<file path="config.mk">
export PLATFORM = sky130hd
export DESIGN_NAME = yutorina_dmac
export DESIGN_NICKNAME = d
export VERILOG_FILES = /design/src/rtl/yutorina_dmac.sv
export SDC_FILE = /design/constraint.sdc
export NUM_CORES = 1
export LEC_CHECK = 0
export CORE_AREA = 2 2 147 149
export CTS_CLUSTER_DIAMETER = 80
export DETAILED_ROUTE_END_ITERATION = 6
export DIE_AREA = 0 0 149 151
export GPL_ROUTABILITY_DRIVEN = 1
export PLACE_DENSITY = 0.84
export SYNTH_ARGS = -nofsm -noshare
export SYNTH_HDL_FRONTEND = slang
export SYNTH_SLANG_ARGS = --single-unit
</file>
<file path="constraint.sdc">
create_clock -name clk -period 13.08 [get_ports clk]
set_clock_uncertainty 0.05 [all_clocks]
set_input_delay 2.616 -clock clk [delete_from_list [all_inputs] [get_ports clk]]
set_output_delay 2.616 -clock clk [all_outputs]
set_load 0.1 [all_outputs]
</file>
<file path="src/rtl/yutorina_dmac.sv">
`default_nettype none
// ============================================================================
// yutorina_dmac : single-channel word DMA (bus master m2 + 4-register slave)
// Revision: 1.0
// ============================================================================
module yutorina_dmac #(
  parameter int COUNT_W = 16
) (
  input  logic        clk,
  input  logic        rst,
  input  logic        cs_,
  input  logic        as_,
  input  logic        rw,
  input  logic [1:0]  addr,
  input  logic [31:0] w_data,
  output logic [31:0] r_data,
  output logic        rdy_,
  output logic        bus_req_,
  input  logic        bus_grnt_,
  output logic [29:0] bus_addr,
  output logic        bus_as_,
  output logic        bus_rw,
  output logic [31:0] bus_w_data,
  input  logic [31:0] bus_r_data,
  input  logic        bus_rdy_,
  output logic        intr
);
  localparam logic READ  = 1'b1;
  localparam logic WRITE = 1'b0;

  typedef enum logic [2:0] {
    IDLE    = 3'd0,
    REQ     = 3'd1,
    RD_AS   = 3'd2,
    RD_WAIT = 3'd3,
    WR_AS   = 3'd4,
    WR_WAIT = 3'd5,
    NEXT    = 3'd6
  } state_t;

  state_t             state;
  logic [29:0]        src_reg, dst_reg, src, dst;
  logic [COUNT_W-1:0] cnt_reg, cnt;
  logic               ie, done, src_fix, dst_fix;
  logic               busy, acc, wr_acc, ctrl_wr;
  logic               unused_bits;

  assign busy        = (state != IDLE);
  assign acc         = ~cs_ & ~as_;
  assign wr_acc      = acc & (rw == WRITE);
  assign ctrl_wr     = wr_acc & (addr == 2'd0);
  assign intr        = done & ie;
  assign unused_bits = ^w_data[31:30];

  always_ff @(posedge clk or posedge rst) begin
    if (rst) begin
      rdy_   <= 1'b1;
      r_data <= '0;
    end else begin
      rdy_   <= ~acc;
      r_data <= '0;
      if (acc && rw == READ) begin
        case (addr)
          2'd0:    r_data <= {26'b0, dst_fix, src_fix, 1'b0, done, ie, busy};
          2'd1:    r_data <= {2'b0, src_reg};
          2'd2:    r_data <= {2'b0, dst_reg};
          default: r_data <= {{(32-COUNT_W){1'b0}}, cnt_reg};
        endcase
      end
    end
  end

  always_ff @(posedge clk or posedge rst) begin
    if (rst) begin
      state      <= IDLE;
      src_reg    <= '0;
      dst_reg    <= '0;
      cnt_reg    <= '0;
      src        <= '0;
      dst        <= '0;
      cnt        <= '0;
      ie         <= 1'b0;
      done       <= 1'b0;
      src_fix    <= 1'b0;
      dst_fix    <= 1'b0;
      bus_req_   <= 1'b1;
      bus_as_    <= 1'b1;
      bus_rw     <= READ;
      bus_addr   <= '0;
      bus_w_data <= '0;
    end else begin
      if (ctrl_wr) begin
        ie <= w_data[1];
        if (w_data[2]) done <= 1'b0;
      end
      if (wr_acc && !busy) begin
        case (addr)
          2'd0: begin
            src_fix <= w_data[4];
            dst_fix <= w_data[5];
          end
          2'd1:    src_reg <= w_data[29:0];
          2'd2:    dst_reg <= w_data[29:0];
          default: cnt_reg <= w_data[COUNT_W-1:0];
        endcase
      end
      // done assignments below follow the CPU clear so a same-cycle set wins
      case (state)
        IDLE: begin
          if (ctrl_wr && w_data[0]) begin
            src <= src_reg;
            dst <= dst_reg;
            cnt <= cnt_reg;
            if (cnt_reg == '0) begin
              done <= 1'b1;
            end else begin
              state    <= REQ;
              bus_req_ <= 1'b0;
            end
          end
        end
        REQ: begin
          if (!bus_grnt_) begin
            state    <= RD_AS;
            bus_as_  <= 1'b0;
            bus_rw   <= READ;
            bus_addr <= src;
          end
        end
        RD_AS: begin
          state   <= RD_WAIT;
          bus_as_ <= 1'b1;
        end
        RD_WAIT: begin
          if (!bus_rdy_) begin
            bus_w_data <= bus_r_data;
            state      <= WR_AS;
            bus_as_    <= 1'b0;
            bus_rw     <= WRITE;
            bus_addr   <= dst;
          end
        end
        WR_AS: begin
          state   <= WR_WAIT;
          bus_as_ <= 1'b1;
        end
        WR_WAIT: begin
          if (!bus_rdy_) begin
            cnt      <= cnt - COUNT_W'(1);
            if (!src_fix) src <= src + 30'd1;
            if (!dst_fix) dst <= dst + 30'd1;
            bus_req_ <= 1'b1;
            bus_rw   <= READ;
            state    <= NEXT;
          end
        end
        NEXT: begin
          if (cnt != '0) begin
            state    <= REQ;
            bus_req_ <= 1'b0;
          end else begin
            state <= IDLE;
            done  <= 1'b1;
          end
        end
        default: state <= IDLE;
      endcase
    end
  end
endmodule
`default_nettype wire

</file>
==> run_results.csv, run 1 <==
group,metric,value,unit
sta,fin_ws,8.17,ns
grt,antenna_found_initial,0,
run_status,outcome,"completed",
sta,clock.fmax,204,MHz
floorplan,core_area,20800,um^2
logic_synthesis,synth.avg_cell_area,10.6,um^2
floorplan,rows,53,
setup_path,rrSetupSlack,10.09,ns
setup_path,rr_worst_depth,6,
drt,post_drt_wl_per_cell,20.5,um
sta,slew_headroom,21.3,%
setup_path,crit_fanout,30,
floorplan,dieArea,22500,um^2
setup_path,crit_arrival,5.28,ns
grt,grt_max_degree,142,
layout,multi_input_area,5360,um^2
drt,drtIter0Drc,1013,
clocking,cts_resized,0,
drt,post-route-drc-count,0,
floorplan,num_io_pins,172,
placement,place_inst,1518,
setup_path,crit_path_start_kind,"input pin",
clocking,insertion_delay,0.54,ns
grt,grt_pass1_vias,9506,
logic_synthesis,syn_area,12100,um^2
sta,rsz0062_at_grt,"no",
layout,drive_above_1_share,16.0,%
grt,grtUsageTotal,28.8,%
clocking,cts_sinks,255,
drt,drt.antenna.violating_nets,0,
sta,tightestPinTransition,1.18,ns
logic_synthesis,synth_async_sr_flop_share,100,%
drt,via_per_inst,6.38,
placement,routabilityCongestion,0.907,
clocking,cts_hold_buffers,0,
layout,layout_commonest_cell,"dfrtp_1",
clocking,cts-root-buf,"clkbuf_16",
pwr,ir_drop,0.134,mV
flow_run,cap_violations,0,
sta,post-route-min-period,4.91,ns
sta,tns,0,ns
logic_synthesis,synth_ff_type,"dfrtp_1",
setup_path,max_stage_delay,1.00,ns
clocking,cts_buffers,26,
grt,grt_overflow,0,
setup_path,worst-setup-path-type,"input pin to flip-flop",
logic_synthesis,ys_seq_elements,255,
sta,fin_crit_sh,37.5,%
placement,place_ws,7.54,ns
setup_path,slowest_stage,"o31a_1",
logic_synthesis,seq_area_frac_synth,52.7,%
placement,numPortBuffers,167,
grt,grt_pass1_wl,51600,um
logic_synthesis,ys_types,64,
setup_path,worst_ep_required_time,13.45,ns
layout,areaGrowthSynthToFinish,22.0,%
pwr,p_total,4.07,mW
sta,finalSetupViolations,0,
sta,hold_slack,0.427,ns
drt,drtPass1Iterations,6,
clocking,clk_path_buf_depth,3,
logic_synthesis,synth_edf_count,0,
layout,num_antenna_cells,0,
setup_path,end_kind,"flip-flop",
floorplan,initial_utilization,58.2,%
sta,slew_viol_final,0,
sta,hold_viol,0,
clocking,cts_setup_buffers,0,
clocking,cts_tree,"built",
setup_path,path_cells,"clkdlybuf4s50_1, buf_4, nor3b_1, nand3_1, o31a_1, a21oi_1, o2bb2a_1",
pwr,leakage,6.30,nW
clocking,cts-htree-levels,1,
clocking,clk_pin_slew,0.07,ns
layout,seqCellArea,6390,um^2
min_path,holdPathStages,2,
layout,fill_cells,1497,
drt,wl,32100,um
placement,dp_hpwl,21600,um
floorplan,die_h,151,um
drt,route.vias.total,9989,
layout,nets,1348,
layout,stdcell_count,1566,
logic_synthesis,synth_cells,1139,
logic_synthesis,yosysWarningCount,0,
min_path,min_path_type,"flip-flop to flip-flop",
pwr,powerDensity,275,nW/um^2
layout,mostFrequentLayoutCells,"251 x dfrtp_1, 167 x clkdlybuf4s50_1, 122 x mux2_2",
floorplan,die_w,149,um
## kinds of logic after synthesis
group	synth area share (%)
AOI/OAI and AO/OA	16.3
other	0.0309
muxes	14.7
adders and majority gates	0.413
buffers and inverters	3.34
DFF	52.7
and+or+nand+nor	12.5
## power by group
| group | leakage (nW) | internal, mW | switching (mW) |
|---|---|---|---|
| Sequential | 3.24 | 1.12 | 0.358 |
| Clock | 0.420 | 0.419 | 0.311 |
| Combinational | 2.64 | 0.602 | 1.26 |
## final timing paths
check,start,to
max,addr[1],src[8]$_DFFE_PP0P_
min,bus_addr[21]$_DFFE_PP0P_,bus_addr[21]$_DFFE_PP0P_
max reg2reg,state[1]$_DFFE_PP0P_,src[20]$_DFFE_PP0P_
min reg2reg,bus_addr[21]$_DFFE_PP0P_,bus_addr[21]$_DFFE_PP0P_
max in group asynchronous,rst,src_reg[29]$_DFFE_PP0P_
min in group asynchronous,rst,bus_w_data[10]$_DFFE_PP0P_
## cells in the mapped netlist, types with 5 or more instances
| library cell | n | area share [%] |
|---|---|---|
| nor2_1 | 83 | 2.6 |
| mux2i_1 | 30 | 2.5 |
| a22oi_1 | 30 | 1.9 |
| nor2b_1 | 6 | 0.31 |
| o21ai_0 | 82 | 3.4 |
| inv_1 | 16 | 0.50 |
| mux2_2 | 122 | 11 |
| o211ai_1 | 7 | 0.43 |
| nand4_1 | 17 | 0.88 |
| clkbuf_1 | 46 | 1.4 |
| or3_1 | 5 | 0.26 |
| nor3_1 | 12 | 0.50 |
| o2bb2ai_1 | 5 | 0.36 |
| nand2_1 | 95 | 2.9 |
| nor4_1 | 10 | 0.52 |
| o32ai_1 | 5 | 0.36 |
| o31ai_1 | 7 | 0.43 |
| buf_2 | 18 | 0.74 |
| mux4_2 | 5 | 0.93 |
| a2bb2oi_1 | 8 | 0.58 |
| a31oi_1 | 15 | 0.77 |
| and4_1 | 10 | 0.72 |
| o22ai_1 | 22 | 1.1 |
| nand3_1 | 34 | 1.4 |
| buf_1 | 10 | 0.31 |
| and3_1 | 15 | 0.77 |
| a21oi_1 | 94 | 3.9 |
| buf_4 | 6 | 0.37 |
| o22a_1 | 9 | 0.65 |
| dfrtp_1 | 251 | 52 |
## per-stage QoR
stage	utilization, %	instance area [um^2]
4_1_cts	71.0	14800
6_report	71.0	14800
2_1_floorplan	-	12100
3_3_place_gp	67.0	14000
5_1_grt	71.0	14800
3_5_place_dp	67.0	14000
## critical path, delay by kind of cell
family / cells / cell delay, ns
buffers and inverters: 2 / 0.78
and+or+nand+nor: 2 / 0.47
AOI/OAI and AO/OA: 3 / 1.40
## layout make-up
type	instances	share of cell area, %
flip-flops and latches	255	43.2
well taps	275	2.33
multi-input cells	789	36.2
clock buffers	35	5.04
inverters	16	0.457
clock inverters	13	0.643
repair buffers	183	12.1
## layer usage
layer / vias to the layer above / global-route usage [%] / share of wire, %
li1: 4482 / - / -
met1: 4925 / 42.9 / 42
met2: 534 / 44.5 / 46
met3: 48 / 5.12 / 10
met4: 0 / 6.33 / 1.6
met5: - / 0 / 0
Power figures use the tool's default switching activity.
==> run 2, diff against run 1 <==
==> config.mk (replaced) <==
export PLATFORM = sky130hd
export DESIGN_NAME = yutorina_dmac
export DESIGN_NICKNAME = d
export VERILOG_FILES = /design/src/rtl/yutorina_dmac.sv
export SDC_FILE = /design/constraint.sdc
export NUM_CORES = 1
export LEC_CHECK = 0
export CORE_AREA = 2 2 159 161
export CTS_CLUSTER_DIAMETER = 80
export DETAILED_ROUTE_END_ITERATION = 6
export DIE_AREA = 0 0 161 163
export GPL_ROUTABILITY_DRIVEN = 1
export PLACE_DENSITY = 0.76
export SYNTH_ARGS = -nofsm -noshare
export SYNTH_HDL_FRONTEND = slang
export SYNTH_SLANG_ARGS = --single-unit
==> constraint.sdc (replaced) <==
create_clock -name clk -period 4.4 [get_ports clk]
set_clock_uncertainty 0.05 [all_clocks]
set_input_delay 0.88 -clock clk [delete_from_list [all_inputs] [get_ports clk]]
set_output_delay 0.88 -clock clk [all_outputs]
set_load 0.1 [all_outputs]
==> run 2 against run 1 <==
Effect of this change:
- final area increased by 1.7%
- non-clock buffer count is 8 higher
- sequential cell count stayed put
- critical path type is now flip-flop to primary output
- highest routed layer unchanged
==> run_results.csv, run 2 (synthesis gave the netlist of run 1 again) <==
group,metric,value,unit
floorplan,die_w,161,um
setup_path,rrSetupSlack,1.65,ns
pwr,ir_drop,0.622,mV
clocking,cts-htree-levels,1,
drt,post-route-drc-count,0,
layout,mostFrequentLayoutCells,"251 x dfrtp_1, 167 x clkdlybuf4s50_1, 122 x mux2_2",
sta,hold_viol,0,
setup_path,cp-startpoint,"bus_as_$_DFFE_PP1P_",
layout,areaGrowthSynthToFinish,24.1,%
sta,rsz0062_at_grt,"no",
sta,post-route-min-period,3.17,ns
clocking,clk_pin_slew,0.06,ns
grt,grt_max_degree,77,
setup_path,worst-setup-path-type,"flip-flop to primary output",
clocking,cts_resized,0,
drt,via_per_inst,6.00,
sta,hold_slack,0.432,ns
placement,dp_hpwl,22000,um
drt,drt.antenna.violating_nets,0,
setup_path,crit_family,"buffers and inverters",
placement,place_ws,0.974,ns
pwr,powerDensity,816,nW/um^2
placement,numPortBuffers,167,
drt,drtPass1Iterations,6,
setup_path,end_kind,"primary output",
clocking,cts_hold_buffers,0,
sta,slew_headroom,24.5,%
clocking,cts-root-buf,"clkbuf_16",
grt,grtUsageTotal,24.0,%
sta,slew_viol_final,0,
grt,grt_overflow,0,
floorplan,core_area,24700,um^2
clocking,clk_path_buf_depth,3,
clocking,insertion_delay,0.53,ns
min_path,min-delay-start,"bus_addr[19]$_DFFE_PP0P_",
setup_path,path_cells,"clkdlybuf4s50_1",
layout,nets,1356,
flow_run,cap_violations,0,
pwr,leakage,6.39,nW
sta,finalSetupViolations,0,
setup_path,cp_num_buf_inv,1,
floorplan,num_io_pins,172,
clocking,cts_tree,"built",
min_path,min_path_type,"flip-flop to flip-flop",
setup_path,worst_ep_required_time,3.47,ns
drt,route.vias.total,9769,
sta,clock.fmax,315,MHz
drt,post_drt_wl_per_cell,19.6,um
setup_path,crit_fanout,4,
setup_path,crit_arrival,2.24,ns
clocking,cts_sinks,255,
grt,antenna_found_initial,0,
layout,drive_above_1_share,16.4,%
placement,routabilityCongestion,0.935,
setup_path,max_stage_delay,1.15,ns
floorplan,dieArea,26200,um^2
setup_path,slowest_stage,"clkdlybuf4s50_1",
run_status,outcome,"completed",
sta,tightestPinTransition,1.13,ns
floorplan,initial_utilization,49.1,%
clocking,cts_buffers,26,
sta,fin_crit_sh,72.1,%
floorplan,rows,58,
layout,layout_commonest_cell,"dfrtp_1",
setup_path,r2r_start,"state[0]$_DFFE_PP0P_",
sta,fin_ws,1.23,ns
drt,drtIter0Drc,1086,
grt,grt_pass1_wl,50700,um
sta,tns,0,ns
layout,num_antenna_cells,0,
setup_path,crit_path_start_kind,"flip-flop",
grt,grt_pass1_vias,9156,
clocking,cts_setup_buffers,0,
drt,wl,32000,um
floorplan,die_h,163,um
## run 2: cell count changes in the layout (fill, tap and decap cells not counted), moves of 2 or more
cell | before | now
clkinv_2 | 10 | 3
buf_4 | 16 | 20
bufinv_16 | 1 | 3
buf_12 | 0 | 4
clkbuf_8 | 4 | 9
## run 2: report_power, final
part / internal, mW / switching (mW) / total, mW
Combinational: 1.80 / 3.75 / 5.55
Clock: 1.44 / 0.916 / 2.36
Sequential: 3.32 / 1.05 / 4.37
## run 2: cell type report
cell class                      count  area (um^2)
Clock buffer                       41          818
Sequential cell                   255         6390
Timing Repair Buffer              191         1900
Clock inverter                      6          105
Multi-Input combinational cell    789         5360
Tap cell                          330          413
Fill cell                        1992         9620
Inverter                           16         63.8
## run 2: metrics by stage
step                      area [um^2]  total power [mW]  utilization, %  instances
final                           15000              12.3            61.0       1628
after global routing            15000              12.9            61.0       1628
after CTS                       15000              12.3            61.0       1628
after detailed placement        14100              9.89            57.3       1581
after global placement          14100              9.74            57.3       1581
after floorplan                 12100              8.36               -       1140
## run 2: path summary, 6_finish.rpt
check,end,depth (start not counted)
max,bus_as_,1
min,bus_addr[19]$_DFFE_PP0P_,2
max reg2reg,src[8]$_DFFE_PP0P_,5
min reg2reg,bus_addr[19]$_DFFE_PP0P_,2
max in group asynchronous,rdy_$_DFF_PP1_,3
min in group asynchronous,bus_w_data[16]$_DFFE_PP0P_,2
## run 2: metal layers
metal,global-route usage [%],part of all wire (%),vias to the layer above
met5,0,0,-
met4,6.62,2.2,0
met3,3.64,7.6,46
met2,35.9,44,426
met1,36.4,46,4797
li1,-,-,4500
==> run 3, diff against run 2 <==
==> config.mk (replaced) <==
export PLATFORM = sky130hd
export DESIGN_NAME = yutorina_dmac
export DESIGN_NICKNAME = d
export VERILOG_FILES = /design/src/rtl/yutorina_dmac.sv
export SDC_FILE = /design/constraint.sdc
export NUM_CORES = 1
export LEC_CHECK = 0
export CORE_AREA = 2 2 152 154
export CTS_CLUSTER_DIAMETER = 80
export DETAILED_ROUTE_END_ITERATION = 6
export DIE_AREA = 0 0 154 156
export GPL_ROUTABILITY_DRIVEN = 1
export PLACE_DENSITY = 0.79
export SYNTH_ARGS = -nofsm -noshare
export SYNTH_HDL_FRONTEND = slang
export SYNTH_SLANG_ARGS = --single-unit
==> constraint.sdc (replaced) <==
create_clock -name clk -period 3.1 [get_ports clk]
set_clock_uncertainty 0.05 [all_clocks]
set_input_delay 0.62 -clock clk [delete_from_list [all_inputs] [get_ports clk]]
set_output_delay 0.62 -clock clk [all_outputs]
set_load 0.1 [all_outputs]
==> run 3 against run 2 <==
Effect of this change:
- sequential power grew 42%
- routed wire length down 3.2%
- critical path depth increased by 5
- via count about the same
- highest routed layer unchanged
- non-clock buffer count increased by 5
- clock power increased by 40%
- hold slack got worse by 0.12 ns
- final cell count fell by 2.4%
- sequential cell count unchanged
- count of clock-buffer cells in the layout fell by 5
- total power rose by 40%
- largest cell class unchanged
==> run_results.csv, run 3 (synthesis gave the netlist of run 1 again) <==
group,metric,value,unit
drt,drtIter0Drc,931,
clocking,cts_setup_buffers,0,
layout,stdcell_count,1589,
floorplan,rows,55,
floorplan,die_w,154,um
flow_run,cap_violations,0,
layout,areaGrowthSynthToFinish,22.2,%
min_path,min_path_type,"input pin to async pin",
drt,wl,30900,um
setup_path,crit_path_start_kind,"flip-flop",
drt,dr_wl_met2,13700,um
drt,drt.antenna.violating_nets,0,
run_status,outcome,"completed",
layout,nets,1362,
floorplan,die_h,156,um
clocking,cts_sinks,255,
grt,grt_pass1_wl,49900,um
clocking,clk_pin_slew,0.06,ns
setup_path,worst-setup-path-type,"flip-flop to flip-flop",
setup_path,slowest_stage,"nor4_4",
pwr,leakage,6.55,nW
pwr,powerDensity,1170,nW/um^2
setup_path,crit_arrival,2.79,ns
setup_path,crit_fanout,9,
sta,slew_viol_final,0,
clocking,cts_buffers,27,
clocking,cts-root-buf,"clkbuf_16",
grt,grtUsageTotal,25.6,%
setup_path,rrSetupSlack,0.67,ns
drt,post_drt_wl_per_cell,19.5,um
floorplan,initial_utilization,54.2,%
sta,post-route-min-period,2.43,ns
clocking,clk_path_buf_depth,3,
grt,grt_pass1_vias,9273,
sta,clock.fmax,411,MHz
drt,highest_layer,"met4",
grt,antenna_found_initial,0,
placement,routabilityCongestion,0.910,
layout,mostFrequentLayoutCells,"251 x dfrtp_1, 122 x mux2_2, 119 x buf_4",
drt,via_per_inst,6.14,
sta,fin_crit_sh,78.4,%
placement,dp_hpwl,21500,um
pwr,ir_drop,0.550,mV
layout,drive_above_1_share,24.2,%
placement,numPortBuffers,167,
floorplan,core_area,22400,um^2
sta,slew_headroom,42.6,%
drt,route.vias.total,9760,
grt,grt_max_degree,136,
layout,multi_input_area,5360,um^2
setup_path,end_kind,"flip-flop",
sta,tightestPinTransition,0.861,ns
layout,num_antenna_cells,0,
clocking,cts-htree-levels,1,
sta,tns,0,ns
drt,route.layer.met1.wl,14000,um
sta,hold_viol,0,
setup_path,path_cells,"ha_1, nand4_1, nor4_4, and4_1, o21ai_0, o211a_1",
floorplan,dieArea,24000,um^2
sta,finalSetupViolations,0,
layout,seqCellArea,6390,um^2
setup_path,max_stage_delay,0.58,ns
sta,hold_slack,0.311,ns
clocking,cts_hold_buffers,0,
setup_path,worst_ep_required_time,3.46,ns
grt,grt_overflow,0,
sta,rsz0062_at_grt,"no",
clocking,cts_resized,0,
floorplan,num_io_pins,172,
layout,layout_commonest_cell,"dfrtp_1",
drt,drtPass1Iterations,5,
placement,placedInstanceArea,13900,um^2
drt,post-route-drc-count,0,
layout,fill_cells,1718,
drt,routed-wl-met3,2680,um
clocking,cts_tree,"built",
clocking,insertion_delay,0.53,ns
layout,design_area,14800,um^2
placement,place_inst,1541,
[run 3: layout make-up]
type / count / share of cell area, %
Sequential cell: 255 / 43.1
Timing Repair Buffer: 196 / 11.7
Tap cell: 285 / 2.41
Multi-Input combinational cell: 789 / 36.2
Clock inverter: 12 / 1.15
Inverter: 16 / 0.431
Clock buffer: 36 / 4.99
[run 3: worst paths after layout]
check / end / cells past startpoint / startpoint
min in group clk: bus_addr[3]$_DFFE_PP0P_ / 2 / bus_addr[3]$_DFFE_PP0P_
worst min-delay path: state[2]$_DFFE_PP0P_ / 2 / rst
worst min register to register: bus_addr[3]$_DFFE_PP0P_ / 2 / bus_addr[3]$_DFFE_PP0P_
worst max-delay path: src[22]$_DFFE_PP0P_ / 6 / src[0]$_DFFE_PP0P_
max in group asynchronous: src[16]$_DFFE_PP0P_ / 3 / rst
worst max register to register: src[22]$_DFFE_PP0P_ / 6 / src[0]$_DFFE_PP0P_
[run 3: through the flow]
stage,worst slack [ns],power [mW],util [%]
finish,0.669,17.3,66.2
global route,0.507,18.1,66.2
detailed placement,0.370,13.9,62.2
floorplan,-0.924,11.9,-
CTS,0.709,17.3,66.2
global placement,0.400,13.7,62.2
[run 3: per-layer routing]
metal | GRT usage [%] | vias to the layer above
met3 | 4.44 | 43
met2 | 38.8 | 418
met1 | 38.7 | 4782
met4 | 5.92 | 0
met5 | 0 | -
li1 | - | 4517
[run 3: power by group]
part           internal [mW]  total [mW]  switching (mW)
combinational           2.44        7.74            5.31
clock                   2.01        3.31            1.30
sequential              4.72        6.20            1.49
total                   9.16        17.3            8.10
[run 3: worst max-delay path, delay by kind of cell (launching register included)]
family / cells / cell delay [ns]
AND/OR/NAND/NOR: 3 / 1.25
flip-flops: 1 / 0.43
AO/OA/AOI/OAI: 2 / 0.32
adder cells (fa/ha/maj): 1 / 0.24
